==> src/rtl/xsim_source_arbiter.sv <==
// xsim_source_arbiter: round-robin arbiter that forwards whole length-prefixed
// messages from NUM_SRC requesters onto a single beat stream. The first beat of
// each message is a header whose low LEN_W bits give the total beat count
// (0 is treated as 1). Arbitration happens only between messages.
module xsim_source_arbiter #(
    parameter int NUM_SRC = 4,
    parameter int LEN_W   = 16
) (
    input  logic                   CLK,
    input  logic                   RST,
    input  logic [NUM_SRC-1:0]     src_valid,
    input  logic [32*NUM_SRC-1:0]  src_beat,
    input  logic [32*NUM_SRC-1:0]  src_portal,
    output logic [NUM_SRC-1:0]     src_ready,
    input  logic                   out_ready,
    output logic                   en_beat,
    output logic [31:0]            portal,
    output logic [31:0]            beat,
    output logic [31:0]            msg_count,
    output logic                   busy
);

    localparam int SEL_W = (NUM_SRC > 1) ? $clog2(NUM_SRC) : 1;

    typedef enum logic {
        IDLE  = 1'b0,
        BURST = 1'b1
    } state_t;

    state_t             state;
    logic [SEL_W-1:0]   grant;
    logic [SEL_W-1:0]   rr_ptr;
    logic [LEN_W-1:0]   remaining;
    logic               hdr_seen;   // header of the current message already accepted

    logic [SEL_W-1:0]   pick;
    logic [SEL_W-1:0]   next_rr;
    logic [31:0]        sel_beat;
    logic [31:0]        sel_portal;
    logic [LEN_W-1:0]   hdr_len;
    logic               accept;
    logic               last_beat;

    // Data path of the granted requester.
    assign sel_beat   = src_beat[32*int'(grant) +: 32];
    assign sel_portal = src_portal[32*int'(grant) +: 32];
    assign hdr_len    = sel_beat[LEN_W-1:0];
    assign accept     = (state == BURST) && src_valid[grant] && out_ready;
    assign busy       = (state == BURST);
    assign next_rr    = (int'(grant) == NUM_SRC - 1) ? '0 : grant + 1'b1;

    // A message ends on a header of length 0/1, or on the data beat that
    // brings the remaining count to zero.
    assign last_beat  = hdr_seen ? (remaining == LEN_W'(1)) : (hdr_len <= LEN_W'(1));

    // Round-robin search: first valid requester at or after rr_ptr, wrapping.
    always_comb begin
        // NOTE: every signal gets a default before the loop so no latch is inferred.
        pick = rr_ptr;
        for (int k = NUM_SRC - 1; k >= 0; k--) begin
            if (src_valid[SEL_W'((int'(rr_ptr) + k) % NUM_SRC)]) begin
                pick = SEL_W'((int'(rr_ptr) + k) % NUM_SRC);
            end
        end
    end

    // Only the granted requester sees out_ready, and nobody is ready in IDLE or reset.
    always_comb begin
        src_ready = '0;
        if (!RST && state == BURST) begin
            src_ready[grant] = out_ready;
        end
    end

    // Message FSM: grant in IDLE, forward beats in BURST, registered outputs.
    always_ff @(posedge CLK) begin
        // NOTE: non-blocking assignments so every register samples pre-edge values.
        if (RST) begin
            state     <= IDLE;
            grant     <= '0;
            rr_ptr    <= '0;
            remaining <= '0;
            hdr_seen  <= 1'b0;
            en_beat   <= 1'b0;
            beat      <= '0;
            portal    <= '0;
            msg_count <= '0;
        end else begin
            en_beat <= 1'b0;
            case (state)
                IDLE: begin
                    if (|src_valid) begin
                        grant    <= pick;
                        hdr_seen <= 1'b0;
                        state    <= BURST;
                    end
                end
                BURST: begin
                    if (accept) begin
                        en_beat <= 1'b1;
                        beat    <= sel_beat;
                        if (!hdr_seen) begin
                            portal   <= sel_portal;
                            hdr_seen <= 1'b1;
                        end
                        if (last_beat) begin
                            state     <= IDLE;
                            remaining <= '0;
                            rr_ptr    <= next_rr;
                            msg_count <= msg_count + 32'd1;
                        end else if (hdr_seen) begin
                            remaining <= remaining - LEN_W'(1);
                        end else begin
                            remaining <= hdr_len - LEN_W'(1);
                        end
                    end
                end
                default: state <= IDLE;
            endcase
        end
    end

endmodule

==> config.mk <==
export PLATFORM = sky130hd
export DESIGN_NAME = xsim_source_arbiter
export DESIGN_NICKNAME = d
export VERILOG_FILES = /design/src/rtl/xsim_source_arbiter.sv
export SDC_FILE = /design/constraint.sdc
export NUM_CORES = 1
export LEC_CHECK = 0
export ABC_AREA = 0
export BUFFER_PORTS_ARGS = -buffer_cell sky130_fd_sc_hd__buf_4
export CORE_AREA = 3 3 142 144
export CTS_CLUSTER_DIAMETER = 200
export DETAILED_ROUTE_END_ITERATION = 12
export DIE_AREA = 0 0 145 147
export PLACE_DENSITY = 0.81
export SLEW_MARGIN = 20
export SYNTH_ARGS = -nofsm -noshare
export SYNTH_HDL_FRONTEND = slang
export SYNTH_SLANG_ARGS = --single-unit
==> constraint.sdc <==
create_clock -name CLK -period 2.8 [get_ports CLK]
set_clock_uncertainty 0.15 [all_clocks]
set_input_delay 0.28 -clock CLK [delete_from_list [all_inputs] [get_ports CLK]]
set_output_delay 0.28 -clock CLK [all_outputs]
set_load 0.03 [all_outputs]
=== Word-level counts from Yosys, hierarchy flattened ===
Cells that the tools add are included.

* Bitwise operators: 3
* Add/sub/neg operators: 7
* Reductions and logical operators: 12
* Divide/modulo/power cells: 0
* $lt $le $gt $ge: 7
* Equal/unequal tests: 4
* Shift-type cells: 2
* Muxes and demuxes: 33
* $mul: 0

{| class="wikitable"
|+ Operator list
! cell !! count
|-
| $shiftx 128x8->32 || 2
|-
| $add 32x1->32 const B || 1
|-
| $mux 16 || 2
|-
| $sub 16x1->16 const B || 2
|-
| $mux 1 || 17
|-
| $eq 16x1->1 const B || 1
|-
| $le 16x1->1 const B || 1
|-
| $lt 2x4->1 const B || 4
|-
| $bmux 1 s2 || 5
|-
| $mux 2 || 5
|-
| $reduce_and 2->1 || 3
|-
| $reduce_and 3->1 || 2
|-
| $add 2x1->2 const B || 2
|-
| $add 2x2->2 const B || 2
|-
| $and 4x4->4 || 1
|-
| $logic_and 1x1->1 || 4
|-
| $mux 4 || 1
|-
| $pmux 1 s2 || 2
|-
| $reduce_or 4->1 || 1
|-
| $lt 2x3->1 const B || 1
|-
| $demux 1 s2 || 1
|-
| $eq 2x1->1 const B || 1
|-
| $ge 2x1->1 const B || 1
|-
| $ne 2x1->1 const B || 1
|-
| 4 further kinds || 5
|}

* Bits in registers: 119
* Logic and storage cells: 77
* Memory bits (read-only): 0
* Bits in writable memories: 0
* Input bits: 263
* Memories: 0
* Output and inout bits: 102
* Bits in latches: 0

=== Logic depth before layout (Yosys ltp) ===
* Word-level depth: 8
* Depth in mapped cells: 13
* Depth with buffers taken out: 9

=== Least setup slack after synthesis ===
Ideal clock, no wire load.

* Path kind: reg2reg
* Start: register grant[0]
* End: register msg_count[14]
* Cell stages (with the launch flop): 13
* Buffers on the path: 3
* Setup slack: -0.327 ns
* Data arrival time: 2.907 ns
* Library setup time: 0.070 ns
* Cells stage by stage: dfxtp_1 -> buf_6 -> buf_2 -> mux4_2 -> inv_1 -> ha_1 -> nor2_1 -> nor4_1 -> nand4_1 -> buf_2 -> a2111o_1 -> or3_1 -> a21oi_1

* Elaborated cells on any way between the ends: 8
* Those cells by class: order compare (1); shift (1); mux (3); reduce/logical (3)

{| class="wikitable"
|+ RTL lines
! what !! RTL line !! RTL
|-
| start: declaration || 31 || <nowiki>logic [SEL_W-1:0] grant;</nowiki>
|-
| start signal: assignment || 93 || <nowiki>grant <= pick;</nowiki>
|-
| $shiftx 128x8->32 || 45 || <nowiki>assign sel_beat = src_beat[32*int'(grant) +: 32];</nowiki>
|-
| named net sel_beat[0] || 38 || <nowiki>logic [31:0] sel_beat;</nowiki>
|-
| $le 16x1->1 || 54 || <nowiki>assign last_beat = hdr_seen ? (remaining == LEN_W'(1)) : (hdr_len <= LEN_W'(1));</nowiki>
|-
| $mux 1 || 54 ||
|-
| $reduce_and 3->1 (no source line) || -- ||
|-
| end signal: assignment || 110 || <nowiki>msg_count <= msg_count + 32'd1;</nowiki>
|-
| end: declaration || 19 || <nowiki>output logic [31:0] msg_count,</nowiki>
|}

The timed path passes the listed nets, and every way through them passes these cells. The select of a mux whose other input is x is not followed.
A chain may end at the register's enable or synchronous reset.

=== Final worst setup path ===
* Start: register grant[0]
* End: register msg_count[29]

* Cells in the longest elaborated chain, start to end: 5
* Elaborated cells on any way between the ends: 8
* Those cells by class: order compare (1); shift (1); mux (3); reduce/logical (3)

{| class="wikitable"
|+ RTL lines
! what
|-
| branches (longest 4 deep; another with $le 16x1->1)
|-
| $reduce_and 3->1 (no source line) *
|}

Mark *: on every way between the ends. The select of a mux whose other input is x is not followed.

==> flow_summary_export.csv <==
group,metric,value,unit
clock_tree,clkTransAtPathRegs,0.06,ns
pwr,power_density,453.8,mW/mm2
placed_design,dp_cells,1410,
min_path,min_to,"grant[1]$_SDFFE_PP0P_",
pwr,vdd_drop_max,0.3554,mV
drt,ant_nets,0,
yosys,syn-cell-area,0.007061,mm2
critical_path,crit_path_start_kind,"register",
clock_tree,cts.hold.buffers_added,0,
sta,min_period,3.105,ns
critical_path,path_class,"register to register",
drt,drt-total-wl,30440,um
drt,wl_per_cell,20.89,um
pwr,leakage,4.519,nW
grt,grt_pass1_wl,45980,um
grt,antenna_found_initial,5,
floorplan,num_rows,50,
yosys,ys_ff_latch,119,
critical_path,rr_startpoint,"grant[0]$_SDFFE_PP0P_",
outcome,violations,"setup timing",
placed_design,hpwl,23060,um
layout,nets,1450,
floorplan,dieArea,0.02132,mm2
sta,setup_ws,-0.3047,ns
placed_design,dpl_worst_slack,-0.3198,ns
sta,worstMarginPinSlew,0.8998,ns
critical_path,cp_max_fo,6,
drt,drt_first_pass_iters,5,
placed_design,gp_congestion,0.8619,
critical_path,rrSetupSlack,-0.30,ns
drt,via_per_inst,5.474,
layout,finalNonFillerCells,1457,
yosys,avgSynthCellArea,8.994,um2
sta,setup_viol,28,
critical_path,r2r.worst_path.cells,11,
clock_tree,worst_skew_pair.late_latency,0.43,ns
min_path,min_path_type,"input port to register",
sta,slew_headroom,0.4001,
critical_path,worstPathArrival,3.25,ns
sta,fin_hold_ws,0.07541,ns
grt,grt_overflow_total,0,
sta,drv_slew,0,
floorplan,start_util,0.3750,
floorplan,pin_count,365,
sta,max_freq,0.3221,GHz
clock_tree,cts_sinks,119,
flow_run,max_cap_violations,0,
yosys,yosysSeqAreaShare,0.3374,
floorplan,die_w,145,um
drt,vias,7975,
sta,rsz0062_at_grt,"true",
drt,drt_iter0_drc,521,
min_path,holdPathStages,2,
layout,fin_util,0.6041,
layout,area_growth,61.12,%
grt,grt_usage,0.2733,
sta,layout_worst_path_cycle_share,1.109,
grt,grt_max_degree,87,
yosys,yosysUniqueCellTypes,52,
floorplan,core-area,0.01883,mm2
yosys,synth_nets,1057,
floorplan,die_h,147,um
min_path,hold_start,"RST",
yosys,ys_warn_count,0,
critical_path,end_kind,"register",
clock_tree,cts.path.max_buffers,2,
clock_tree,cts_buffers,17,
clock_tree,cts-htree-levels,4,
sta,fin_setup_tns,-4.097,ns
grt,grt_pass1_vias,8139,
outcome,status,"complete, but fails checks",
critical_path,r2r_end,"msg_count[29]$_SDFFE_PP0P_",
critical_path,critPathRequiredTime,2.94,ns
yosys,synthFlopType,"dfxtp_1",
layout,drive_above_1_share,0.4761,
placed_design,portBuffers,364,
clock_tree,clock-root-buffer,"clkbuf_16",
yosys,async_reset_ff_frac,0,
clock_tree,cts_tree,"done",
drt,drc,0,
yosys,syn-instance-count,785,
yosys,synth_edf_count,0,
sta,finalHoldViolations,0,
-- final cells by class --
cell class                 count  area, um2
antenna                        6      15.01
clock buffer                  19      454.2
clock inverter                13      151.4
fill                        1577       7455
inverter                      13      51.30
multi-input combinational    597       4687
sequential                   119       2390
tap                          260      325.3
timing repair buffer         430       3302
-- worst max path at each step --
stage                          start                         end  slack (ns)
3_5_place_dp   grant[0]$_SDFFE_PP0P_   msg_count[5]$_SDFFE_PP0P_       -0.32
4_1_cts        grant[0]$_SDFFE_PP0P_  msg_count[14]$_SDFFE_PP0P_       -0.24
3_3_place_gp   grant[0]$_SDFFE_PP0P_   msg_count[5]$_SDFFE_PP0P_       -0.25
2_1_floorplan  grant[0]$_SDFFE_PP0P_  msg_count[14]$_SDFFE_PP0P_       -0.12
6_report       grant[0]$_SDFFE_PP0P_  msg_count[29]$_SDFFE_PP0P_       -0.30
5_1_grt        grant[0]$_SDFFE_PP0P_  msg_count[29]$_SDFFE_PP0P_       -0.40
-- where the power goes --
part	switching, mW	internal (mW)	total (mW)
Clock	0.832	1.44	2.27
Combinational	0.512	0.592	1.10
Sequential	0.0404	1.74	1.78
-- routing by layer --
metal	routed length [um]	track usage
met4	1390	0.1311
met3	1880	0.06169
met2	16180	0.5005
met1	10990	0.3000
met5	0	0
-- what timing repair did --
item,in CTS,in global routing
endpoints found under the setup margin,34,39
setup buffers,8,3
gates resized for setup,27,23
pin swaps,21,30
-- cell usage after synthesis (all sizes together) (3+ instances only) --
cell type / number / area (um2)
nand2: 170 / 638.1
dfxtp: 119 / 2382
a21oi: 98 / 490.5
mux4: 65 / 1464
clkbuf: 43 / 161.4
nor2: 40 / 150.1
o21ai: 26 / 130.1
nand3: 24 / 120.1
xnor2: 24 / 210.2
nand4: 16 / 100.1
buf: 13 / 68.82
inv: 13 / 48.80
nor4: 11 / 98.84
or3: 11 / 68.82
a2111oi: 9 / 110.1
ha: 9 / 112.6
nor3: 8 / 40.04
o31ai: 8 / 60.06
or4: 8 / 60.06
and2: 7 / 43.79
nor2b: 6 / 37.54
xor2: 6 / 52.55
and3: 5 / 31.28
a211oi: 4 / 30.03
mux2i: 4 / 40.04
a2111o: 3 / 33.78
a21o: 3 / 22.52
nand2b: 3 / 18.77
o211ai: 3 / 22.52
o31a: 3 / 26.28
-- placed cells by master (no fill, tap or decap), drive strengths merged, types with 3 or more instances in the layout --
master,instances
a2111o,3
a2111oi,9
a211oi,4
a21o,3
a21oi,98
and2,7
and3,5
buf,430
bufinv,3
clkbuf,19
clkinv,5
clkinvlp,4
dfxtp,119
diode,6
ha,9
inv,14
mux2i,4
mux4,65
nand2,170
nand2b,3
nand3,24
nand4,16
nor2,40
nor2b,6
nor3,8
nor4,11
o211ai,3
o21ai,26
o31a,3
o31ai,8
or3,11
or4,8
xnor2,24
xor2,6
-- cells by family after synthesis --
group                    share of synthesized area
AO/OA/AOI/OAI                               0.1476
XOR/XNOR                                   0.03721
adder cells (fa/ha/maj)                    0.01595
buffers and inverters                      0.03952
flip-flops                                  0.3374
multiplexers                                0.2130
AND/OR/NAND/NOR                             0.2093
-- worst max-delay path: stages, from the launching register on --
cell       delay, ns
dfxtp_4         0.41
buf_6           0.15
mux4_2          0.55
nor4_4          0.35
nand4_1         0.16
buf_6           0.17
buf_6           0.12
buf_6           0.11
buf_6           0.13
a2111oi_4       0.41
xnor2_2         0.18
nor2_1          0.07
-- per-stage QoR --
stage / power (mW) / cell area (um2)
2_1_floorplan: 2.364 / 7127
4_1_cts: 5.165 / 11240
3_5_place_dp: 2.900 / 10420
3_3_place_gp: 2.880 / 10420
5_1_grt: 5.352 / 11370
6_report: 5.163 / 11380
-- flip-flops by register name, summed over array words and instances (netlist names) --
name	cells
beat	32
busy	1
en_beat	1
grant	2
hdr_seen	1
msg_count	32
portal	32
remaining	16
rr_ptr	2
Power figures use the tool's default switching activity.
